--- config.mk ---
export PLATFORM = sky130hd
export DESIGN_NAME = channel_fetch_scheduler
export DESIGN_NICKNAME = d
export VERILOG_FILES = /design/src/rtl/channel_fetch_scheduler.sv
export SDC_FILE = /design/constraint.sdc
export NUM_CORES = 1
export LEC_CHECK = 0
export BUFFER_PORTS_ARGS = -buffer_cell sky130_fd_sc_hd__buf_4
export CAP_MARGIN = 10
export CORE_AREA = 2 2 159 161
export CTS_BUF_LIST = sky130_fd_sc_hd__clkbuf_16
export CTS_CLUSTER_SIZE = 20
export DETAILED_ROUTE_END_ITERATION = 10
export DIE_AREA = 0 0 161 163
export GPL_ROUTABILITY_DRIVEN = 0
export MAX_ROUTING_LAYER = met4
export PLACE_DENSITY = 0.69
export SLEW_MARGIN = 20
export SYNTH_ARGS = -nofsm -noshare
export SYNTH_HDL_FRONTEND = slang
export SYNTH_SLANG_ARGS = --single-unit
--- constraint.sdc ---
create_clock -name clk -period 2 [get_ports clk]
set_clock_uncertainty 0.05 [all_clocks]
set_input_delay 0 -clock clk [delete_from_list [all_inputs] [get_ports clk]]
set_output_delay 0 -clock clk [all_outputs]
set_load 0.005 [all_outputs]
--- src/rtl/channel_fetch_scheduler.sv ---
// Per-frame sample-delta fetch sequencer: on each rising lrclk it walks the channels in order,
// reads one 12-bit delta per active channel over a shared req/ack port and holds it until the next frame.
module channel_fetch_scheduler #(
  parameter int NUM_CHANNELS = 8
) (
  input  logic                        clk,
  input  logic                        rst,
  input  logic                        lrclk,
  input  logic [32*NUM_CHANNELS-1:0]  i_chanAddr,
  input  logic [NUM_CHANNELS-1:0]     i_chanActive,
  output logic                        o_memReq,
  output logic [31:0]                 o_memAddr,
  input  logic                        i_memAck,
  input  logic [15:0]                 i_memData,
  output logic [12*NUM_CHANNELS-1:0]  o_sampleDelta,
  output logic                        o_busy,
  output logic                        o_overrun,
  input  logic                        i_clearOverrun
);

  localparam int            CW      = $clog2(NUM_CHANNELS + 1);
  localparam int            NSLOT   = 1 << CW;
  localparam logic [CW-1:0] LAST_CH = CW'(NUM_CHANNELS - 1);
  localparam logic [CW-1:0] ONE_CH  = CW'(1);

  localparam logic [1:0] S_IDLE   = 2'd0;
  localparam logic [1:0] S_SETTLE = 2'd1;
  localparam logic [1:0] S_SCAN   = 2'd2;
  localparam logic [1:0] S_REQ    = 2'd3;

  logic [1:0]    state_q, state_d;
  logic [CW-1:0] ch_q, ch_d;
  logic          lrclk_q;
  logic          pending_q, pending_d;
  logic          overrun_q, overrun_d;
  logic          req_q, req_d;
  logic [31:0]   addr_q, addr_d;
  logic          busy_q;
  logic [11:0]   delta_q [NUM_CHANNELS];
  logic [11:0]   delta_d [NUM_CHANNELS];

  logic          edge_s, last_s, ack_s, done_s, dwr_s;
  logic [11:0]   dval_s;
  logic          mem_data_unused_s;

  // Channel views padded to a power of two so the counter indexes them at its natural width.
  logic [31:0]   addr_s   [NSLOT];
  logic          active_s [NSLOT];

  for (genvar k = 0; k < NSLOT; k++) begin : g_slot
    if (k < NUM_CHANNELS) begin : g_used
      assign addr_s[k]   = i_chanAddr[32*k +: 32];
      assign active_s[k] = i_chanActive[k];
      assign o_sampleDelta[12*k +: 12] = delta_q[k];
    end else begin : g_pad
      assign addr_s[k]   = 32'h0000_0000;
      assign active_s[k] = 1'b0;
    end
  end

  assign mem_data_unused_s = ^i_memData[15:12];
  assign edge_s = lrclk & ~lrclk_q;
  assign last_s = (ch_q == LAST_CH);
  assign ack_s  = i_memAck & req_q;

  // Sequencer next-state; an edge arriving on the final step is consumed directly as the restart.
  always_comb begin
    state_d   = state_q;
    ch_d      = ch_q;
    pending_d = pending_q;
    req_d     = req_q;
    addr_d    = addr_q;
    done_s    = 1'b0;
    dwr_s     = 1'b0;
    dval_s    = 12'h000;
    case (state_q)
      S_IDLE: begin
        if (edge_s) begin
          state_d = S_SETTLE;
        end else begin
          state_d = S_IDLE;
        end
      end
      S_SETTLE: begin
        ch_d    = {CW{1'b0}};
        state_d = S_SCAN;
      end
      S_SCAN: begin
        if (active_s[ch_q]) begin
          addr_d  = addr_s[ch_q];
          req_d   = 1'b1;
          state_d = S_REQ;
        end else begin
          dwr_s  = 1'b1;
          dval_s = 12'h000;
          ch_d   = ch_q + ONE_CH;
          done_s = last_s;
        end
      end
      S_REQ: begin
        if (ack_s) begin
          dwr_s   = 1'b1;
          dval_s  = i_memData[11:0];
          req_d   = 1'b0;
          ch_d    = ch_q + ONE_CH;
          state_d = S_SCAN;
          done_s  = last_s;
        end else begin
          req_d = 1'b1;
        end
      end
      default: begin
        state_d = S_IDLE;
        req_d   = 1'b0;
      end
    endcase

    if (done_s) begin
      if (pending_q || edge_s) begin
        state_d   = S_SETTLE;
        pending_d = 1'b0;
      end else begin
        state_d = S_IDLE;
      end
    end else if (edge_s && (state_q != S_IDLE)) begin
      pending_d = 1'b1;
    end else begin
      pending_d = pending_d;
    end
  end

  // Sticky overrun: a busy-time edge beats a same-cycle clear.
  always_comb begin
    if (edge_s && (state_q != S_IDLE)) begin
      overrun_d = 1'b1;
    end else if (i_clearOverrun) begin
      overrun_d = 1'b0;
    end else begin
      overrun_d = overrun_q;
    end
  end

  // Delta write-back to the channel currently addressed by the counter.
  always_comb begin
    delta_d = delta_q;
    for (int k = 0; k < NUM_CHANNELS; k++) begin
      if (dwr_s && (ch_q == CW'(k))) begin
        delta_d[k] = dval_s;
      end else begin
        delta_d[k] = delta_q[k];
      end
    end
  end

  // State registers; lrclk_q resets high so a level already high at release is not an edge.
  always_ff @(posedge clk or negedge rst) begin
    if (!rst) begin
      state_q   <= S_IDLE;
      ch_q      <= {CW{1'b0}};
      lrclk_q   <= 1'b1;
      pending_q <= 1'b0;
      overrun_q <= 1'b0;
      req_q     <= 1'b0;
      addr_q    <= 32'h0000_0000;
      busy_q    <= 1'b0;
      for (int k = 0; k < NUM_CHANNELS; k++) begin
        delta_q[k] <= 12'h000;
      end
    end else begin
      state_q   <= state_d;
      ch_q      <= ch_d;
      lrclk_q   <= lrclk;
      pending_q <= pending_d;
      overrun_q <= overrun_d;
      req_q     <= req_d;
      addr_q    <= addr_d;
      busy_q    <= (state_d != S_IDLE);
      for (int k = 0; k < NUM_CHANNELS; k++) begin
        delta_q[k] <= delta_d[k];
      end
    end
  end

  assign o_memReq  = req_q;
  assign o_memAddr = addr_q;
  assign o_busy    = busy_q;
  assign o_overrun = overrun_q;

endmodule

== Yosys cells after proc, flatten, opt, wreduce, memory -nomap -nowiden ==
Index checks and enable logic that the tools add are counted.

* Register bits: 139
* Output and inout port bits: 131

* Add/sub/neg operators: 1
* Magnitude comparators: 1
* Equal/unequal tests: 14
* Muxes and demuxes: 31
* Bitwise gates (word level): 4
* Reduce and logical (&&, ||, !) cells: 22

{| class="wikitable"
|+ Operator list
! kind !! count
|-
| 32-bit binary-select mux with 4-bit select || 1
|-
| 32-bit 2-to-1 mux || 2
|-
| 12-bit 2-to-1 mux || 2
|-
| 4-bit by 3-bit equality test with 1-bit output (second input constant) || 4
|-
| 1-bit 2-to-1 mux || 15
|-
| 4-bit case mux with 3 select lines || 1
|-
| 2-bit nonzero test || 5
|-
| 1-bit logical AND || 9
|-
| 4-bit by 2-bit equality test with 1-bit output (second input constant) || 2
|-
| 4-bit 2-to-1 mux || 2
|-
| 2-bit case mux with 4 select lines || 1
|-
| 2-bit 2-to-1 mux || 3
|-
| 2-bit inequality test (second input constant) || 3
|-
| 1-bit case mux with 2 select lines || 3
|-
| 2-bit AND reduction || 3
|-
| 5-bit greater-or-equal comparator (second input constant) || 1
|-
| 4-bit inverter with 5-bit output || 1
|-
| 4-bit by 1-bit adder with 4-bit output (second input constant) || 1
|-
| 1-bit binary-select mux with 4-bit select || 1
|-
| 2-bit equality test (second input constant) || 2
|-
| 4-bit by 1-bit equality test with 1-bit output (second input constant) || 1
|-
| 4-bit logical NOT || 1
|-
| 3-bit AND reduction || 1
|-
| 3-bit nonzero test || 1
|-
| other kinds (6) || 7
|}

== Depth between registers and ports, before layout ==
Gate-level depths: netlist of the first run.

* Word-level depth: 8
* Depth in mapped cells: 9

== Worst setup path before layout of the first run ==
OpenSTA, ideal clock, no wires.

* Path kind: register to register
* Start: reg ch_q[0]
* End: reg delta_q (netlist bit o_sampleDelta[10])
* Library setup time: 0.130 ns
* Data arrival time: 1.958 ns
* Setup slack: -0.138 ns
* Cell stages (with the launch flop): 10
* Path buffers: 3
* Period minus slack after synthesis: 2.138 ns
* Cell sequence: dfrtp_1 -> clkbuf_1 -> buf_2 -> inv_1 -> ha_1 -> nor3b_1 -> nand3_1 -> a21oi_1 -> clkbuf_1 -> o21ai_0

* Word-level cells in the longest chain between the ends: 7
* Elaborated cells between the ends (all ways): 8
* Classes of those cells: 5 x mux; 1 x bitwise; 2 x reduce/logical

{| class="wikitable"
|+ Ends and longest elaborated chain
! what !! RTL line !! RTL
|-
| from (decl) || 32 || <nowiki>logic [CW-1:0] ch_q, ch_d;</nowiki>
|-
| from (signal assigned) || 159 || <nowiki>ch_q <= {CW{1'b0}};</nowiki>
|-
| from (signal assigned) || 171 || <nowiki>ch_q <= ch_d;</nowiki>
|-
| 4-bit inverter with 5-bit output (implied by the code) || 89 || <nowiki>if (active_s[ch_q]) begin</nowiki>
|-
| 1-bit binary-select mux with 4-bit select || 89 ||
|-
| 1-bit 2-to-1 mux (implied by the code) (2 in series) || 89 ||
|-
| 1-bit 2-to-1 mux || 89 ||
|-
| 1-bit case mux with 2 select lines || 76 || <nowiki>case (state_q)</nowiki>
|-
| 1-bit logical AND * || 147 || <nowiki>if (dwr_s && (ch_q == CW'(k))) begin</nowiki>
|-
| to (signal, indexed assignment) || 179 || <nowiki>delta_q[k] <= delta_d[k];</nowiki>
|-
| to (decl) || 39 || <nowiki>logic [11:0] delta_q [NUM_CHANNELS];</nowiki>
|}

Mark *: on every way between the ends. The rest lies on a longest branch, timed or not. The select of a mux whose other input is x is not followed.
A chain may end at the register's enable or synchronous reset.

== Worst setup path in the final report of the first run ==
* Start: reg ch_q[0]
* End: reg addr_q[21] (netlist: o_memAddr[21])

* Word-level cells in the longest chain between the ends: 5
* Elaborated cells between the ends (all ways): 8
* Classes of those cells: 6 x mux; 1 x bitwise; 1 x reduce/logical

{| class="wikitable"
|+ Ends and longest elaborated chain
! what !! RTL line !! RTL
|-
| 4-bit inverter with 5-bit output (implied by the code) * || 89, 90 ||
|-
| 1-bit binary-select mux with 4-bit select || 89 ||
|-
| 1-bit 2-to-1 mux (implied by the code) (2 in series) || 89 ||
|-
| 2-bit AND reduction (no source line) || -- ||
|-
| to (signal assigned) || 176 || <nowiki>addr_q <= addr_d;</nowiki>
|-
| to (decl) || 37 || <nowiki>logic [31:0] addr_q, addr_d;</nowiki>
|}

Marks and branches as above.

==> qor.csv, run 1 <==
metric;value;unit
violations;negative setup slack;
start_util;0.318;
p_per_area;1420;mW/mm²
startpoint_type;flop;
grt_use_total;0.248;
numCtsBuffers;17;
post_drt_wl_per_cell;22.4;µm
yosysSeqAreaShare;0.443;
wirelength;33300;µm
synth_warnings;0;
yosysTopAreaCellShare;0.439;
ys_types;45;
synth_top_area_cell;dfrtp_1;
drv_slew;0;
layout_common_cells;438 x buf_4, 135 x dfrtp_1, 92 x nand2_1, 88 x inv_1, 64 x mux4_2;
worstPathArrival;2290;ps
leakagePower;6.09;nW
placedCellCount;1418;
r2r_cells;5;
synth_ff_type;dfrtp_1;
fp.dieW;161;µm
status;finished, violations left;
firstDrtPassIters;7;
dieArea;0.0262;mm²
synth_edf_count;0;
setup_slack;-31.6;ps
grt_start_max_net_pins;52;
finalCritPeriodShare;1.02;
cts_sinks;139;
rsz0062_at_grt;true;
synthToLayoutAreaGrowth;60.7;%
fin_tns_setup;-79.1;ps
synth-seq-cells;139;
switching_share;0.351;
min_period;2030;ps
clkTransAtPathRegs;70;ps
power_switching;6.31;mW
grt_pass1_wl;47300;µm
grt-ovfl-total;0;
placementRows;58;
synthArstFlopShare;1.00;
setup_viol;7;
maxCapViolCount;0;
antenna_found_initial;9;
grt_pass1_vias;7761;
layout-drive-gt1-share;0.533;
criticalPathCategory;flop to flop;
die_h;163;µm
synth.area.top_cells;dfrtp_1 44%, mux4_2 18%, mux2_4 5.4%, o21ai_0 5.2%, a22o_1 5.0%;
detail-route-antenna-nets;0;
worst_pin_slew;843;ps
crit_fanout;11;
p_clk_frac;0.188;
cts_root_buf;clkbuf_16;
tritoncts;built;
crit_required;2260;ps
worstSkewPairLatency;420;ps
finalHoldViolations;0;
drtIter0Drc;525;
post-route-drc-count;0;
portBuffers;411;
seqPwrFrac;0.278;
core;0.0247;mm²
syn_inst;699;
max-vdd-ir-drop;0.000797;V
maxClockFrequency;492;MHz
whs;30.0;ps
avgSynthCellArea;11.2;µm²
finalInstanceArea;0.0126;mm²
n_fill_cell;2213;
hpwl;24500;µm
via_per_inst;5.07;
final_common_cell;buf_4;
clockBufferDepth;2;
placed_area;0.0115;mm²
worstSetupEndpointType;flop;
mappedNetlistNets;988;
instances_no_fill;1487;
synthesis.area;0.00786;mm²
hp-class;input port to asynchronous set/reset pin;
io_pins;416;
intPower;11.7;mW
dr_total_vias;7533;
power.total;18.0;mW
slew_headroom;0.437;
h-tree-depth;4;
layout.nets;1424;
combPwrFrac;0.534;
==> critical path, cell delays in order (launching register included) <==
cell       delay [ps]
dfrtp_4           490
buf_12            170
clkbuf_16         190
mux4_2            530
a22o_1            220
mux2_4            270
==> synthesized netlist by cell type (all sizes together) (2+ instances only) <==
cell type  count
a211o          3
a21oi         10
a221oi         2
a22o          45
a2bb2oi        2
and2          13
and3b          3
buf           18
clkbuf        44
dfrtp        138
ha             4
inv           88
mux2          33
mux2i          6
mux4          64
nand2         92
nand2b         2
nand3          9
nand3b         2
nand4          2
nand4b         2
nor2           9
nor2b          4
nor3b          4
o21a           2
o21ai         85
o22ai          2
==> cell type report <==
class,instances,area (µm²),share of cell area
Tap cell,330,413,0.0327
Timing Repair Buffer,478,3930,0.311
Inverter,88,334,0.0265
Multi-Input combinational cell,411,3830,0.304
Sequential cell,139,3490,0.276
Clock buffer,17,425,0.0337
Antenna cell,9,22.5,0.00178
Clock inverter,15,184,0.0146
==> routing by layer <==
layer	part of all wire	global-route usage	vias up
met1	0.37	0.285	3749
met4	0.034	0.0978	0
met3	0.099	0.0950	62
met5	0	-	-
met2	0.49	0.395	381
li1	-	-	3341
==> sequential cells by signal (all words and copies together), names as in the netlist, 2 cells and up <==
signal	count
ch_q	4
state_q	2
o_sampleDelta	96
o_memAddr	32
==> stage by stage <==
stage / utilization / setup slack, ps
5_1_grt: 0.512 / -80.3
6_report: 0.512 / -31.6
3_3_place_gp: 0.468 / -109
3_5_place_dp: 0.468 / -233
2_1_floorplan: - / 5.76
4_1_cts: 0.501 / -33.5
==> final timing paths <==
path                            startpoint                end  slack [ps]
max                                ch_q[0]      o_memAddr[21]         -30
min reg2reg                   o_memAddr[3]       o_memAddr[3]         460
min in group clk           i_chanAddr[184]      o_memAddr[24]          90
max reg2reg                        ch_q[0]      o_memAddr[21]         -30
min                                    rst  o_sampleDelta[80]          30
max in group asynchronous              rst      o_memAddr[14]        1200
==> timing repair <==
item / 4_1_cts / 5_1_grt
endpoints found under the hold margin: 155 / 0
buffers inserted: 3 / 2
hold buffers: 15 / 0
gates cloned: 0 / 8
pin swaps: 4 / 15
gates resized for setup: 12 / 42
setup endpoints to repair: 129 / 129
==> power groups by stage <==
stage | sequential [mW] | clock [mW] | combinational (mW)
5_1_grt | 5.15 | 3.56 | 10.3
4_1_cts | 5.01 | 3.44 | 8.91
3_5_place_dp | 4.98 | 0 | 8.74
3_3_place_gp | 5.00 | 0 | 8.59
6_report | 5.00 | 3.38 | 9.59
2_1_floorplan | 4.87 | 0 | 4.79
==> kinds of logic (layout without fill, tap and decap cells) <==
family / count (synthesis) / after routing / share of synthesized area
buffers and inverters: 150 / 598 / 0.0787
AOI/OAI and AO/OA: 157 / 157 / 0.132
other: 0 / 9 / 0
and+or+nand+nor: 145 / 146 / 0.0868
muxes: 103 / 103 / 0.252
adders and majority gates: 4 / 4 / 0.00637
xor gates and xnor gates: 1 / 1 / 0.00111
DFF: 139 / 139 / 0.443
(Power assumes the default switching activity.)
==> inputs of run 2 (changes only) <==
- CORE_AREA: 2 2 159 161 -> 2 2 161 163
- DIE_AREA: 0 0 161 163 -> 0 0 163 165
- PLACE_DENSITY: 0.69 -> 0.65
- clock period: 2 -> 2.2 ns (I/O delays scaled with it)
==> run 2 against run 1 <==
  * The flow now finishes without violations
  * Setup slack better by 160 ps
  * Sequential power decreased by 7.8%
  * Hold slack got worse by 11 ps
  * Routed wire length decreased by 4.0%
  * Clock power down 14%
==> qor.csv, run 2 (synthesized netlist as in run 1, its figures left out) <==
metric;value;unit
status;finished clean;
wirelength;32000;µm
max-vdd-ir-drop;0.000531;V
hpwl;24100;µm
dieArea;0.0269;mm²
layout.nets;1403;
setup_slack;127;ps
grt_pass1_vias;7697;
rsz0062_at_grt;false;
met1_length;12400;µm
whs;19.0;ps
finalCritPeriodShare;0.942;
fin_tns_setup;0;ps
grt_pass1_wl;46500;µm
worstPathArrival;2340;ps
synthToLayoutAreaGrowth;55.1;%
postCtsSetupBuffers;0;
numCtsBuffers;17;
core;0.0250;mm²
clockBufferDepth;2;
maxClockFrequency;482;MHz
maxCapViolCount;0;
worstSkewPairLatency;410;ps
drtIter0Drc;506;
grt-ovfl-total;0;
fin_util;0.487;
firstDrtPassIters;5;
final_common_cell;buf_4;
crit_fanout;16;
post-route-drc-count;0;
start_util;0.314;
leakagePower;5.89;nW
grt_use_total;0.240;
grt_start_max_net_pins;75;
highest_layer;met4;
fp.dieW;163;µm
finalInstanceArea;0.0122;mm²
via_per_inst;5.03;
h-tree-depth;4;
clkTransAtPathRegs;60;ps
min_period;2070;ps
portBuffers;411;
layout-drive-gt1-share;0.514;
die_h;165;µm
instances_no_fill;1461;
criticalPathCategory;flop to flop;
placed_area;0.0114;mm²
setup_viol;0;
io_pins;416;
layout_common_cells;434 x buf_4, 135 x dfrtp_1, 92 x nand2_1, 90 x inv_1, 81 x o21ai_0;
drv_slew;0;
startpoint_type;flop;
cts_sinks;139;
antenna_found_initial;5;
wl_met2;15700;µm
cts_root_buf;clkbuf_16;
worstSetupEndpointType;flop;
hp-class;input port to asynchronous set/reset pin;
slew_headroom;0.377;
power.total;15.2;mW
detail-route-antenna-nets;0;
crit_required;2470;ps
dr_total_vias;7344;
largest_reg_flops;96;
post_drt_wl_per_cell;21.9;µm
placementRows;58;
tritoncts;built;
p_per_area;1240;mW/mm²
placedCellCount;1410;
finalHoldViolations;0;
routed-wl-met3;2740;µm
place_ws;78.2;ps
worst_pin_slew;933;ps
==> run 2: cell count changes in the layout (fill, tap and decap cells not counted), sizes merged <==
cell and delta:
clkinv +2, buf -14, nor2 -1, clkbuf -6, diode -3, inv -4
==> run 2: critical path, cell delays in order (launching register included) <==
cell and delay [ps]:
dfrtp_4 590, and2_1 240, a221oi_4 370, buf_4 270, a21oi_1 80, buf_4 190, o21ai_0 180
==> run 2: layer usage <==
layer / vias up / GRT usage
met5: - / -
met4: 0 / 0.103
li1: 3286 / -
met3: 63 / 0.0723
met1: 3658 / 0.277
met2: 337 / 0.389
==> run 2: repair_timing <==
action / 4_1_cts / 5_1_grt
endpoints found under the hold margin: 155 / 0
hold buffers: 15 / 0
setup endpoints to repair: 0 / 24
resized for setup: 0 / 2
==> run 2: layout make-up <==
class,instances,area (µm²)
clock inverters,13,155
inverters,88,330
fillers,2338,12800
flip-flops and latches,139,3490
diodes,6,15.0
repair buffers,458,3580
well taps,330,413
multi-input cells,410,3780
clock buffers,17,425
==> run 2: final timing paths <==
| kind | start | endpoint | slack [ps] | cells after the start |
|---|---|---|---|---|
| max in group asynchronous | rst | o_memAddr[27] | 1280 | 3 |
| setup / recovery | ch_q[0] | o_sampleDelta[26] | 130 | 6 |
| setup reg to reg | ch_q[0] | o_sampleDelta[26] | 130 | 6 |
| hold reg to reg | o_sampleDelta[90] | o_sampleDelta[90] | 460 | 1 |
| hold / removal | rst | o_sampleDelta[21] | 20 | 2 |
| min in group clk | i_memAck | o_memReq | 60 | 3 |
==> run 2: report_power, final <==
group	leakage, nW	switching, mW	internal (mW)
registers	1.72	0.882	3.73
clock network	0.283	1.16	1.76
logic	3.89	3.22	4.42
total	5.89	5.26	9.91
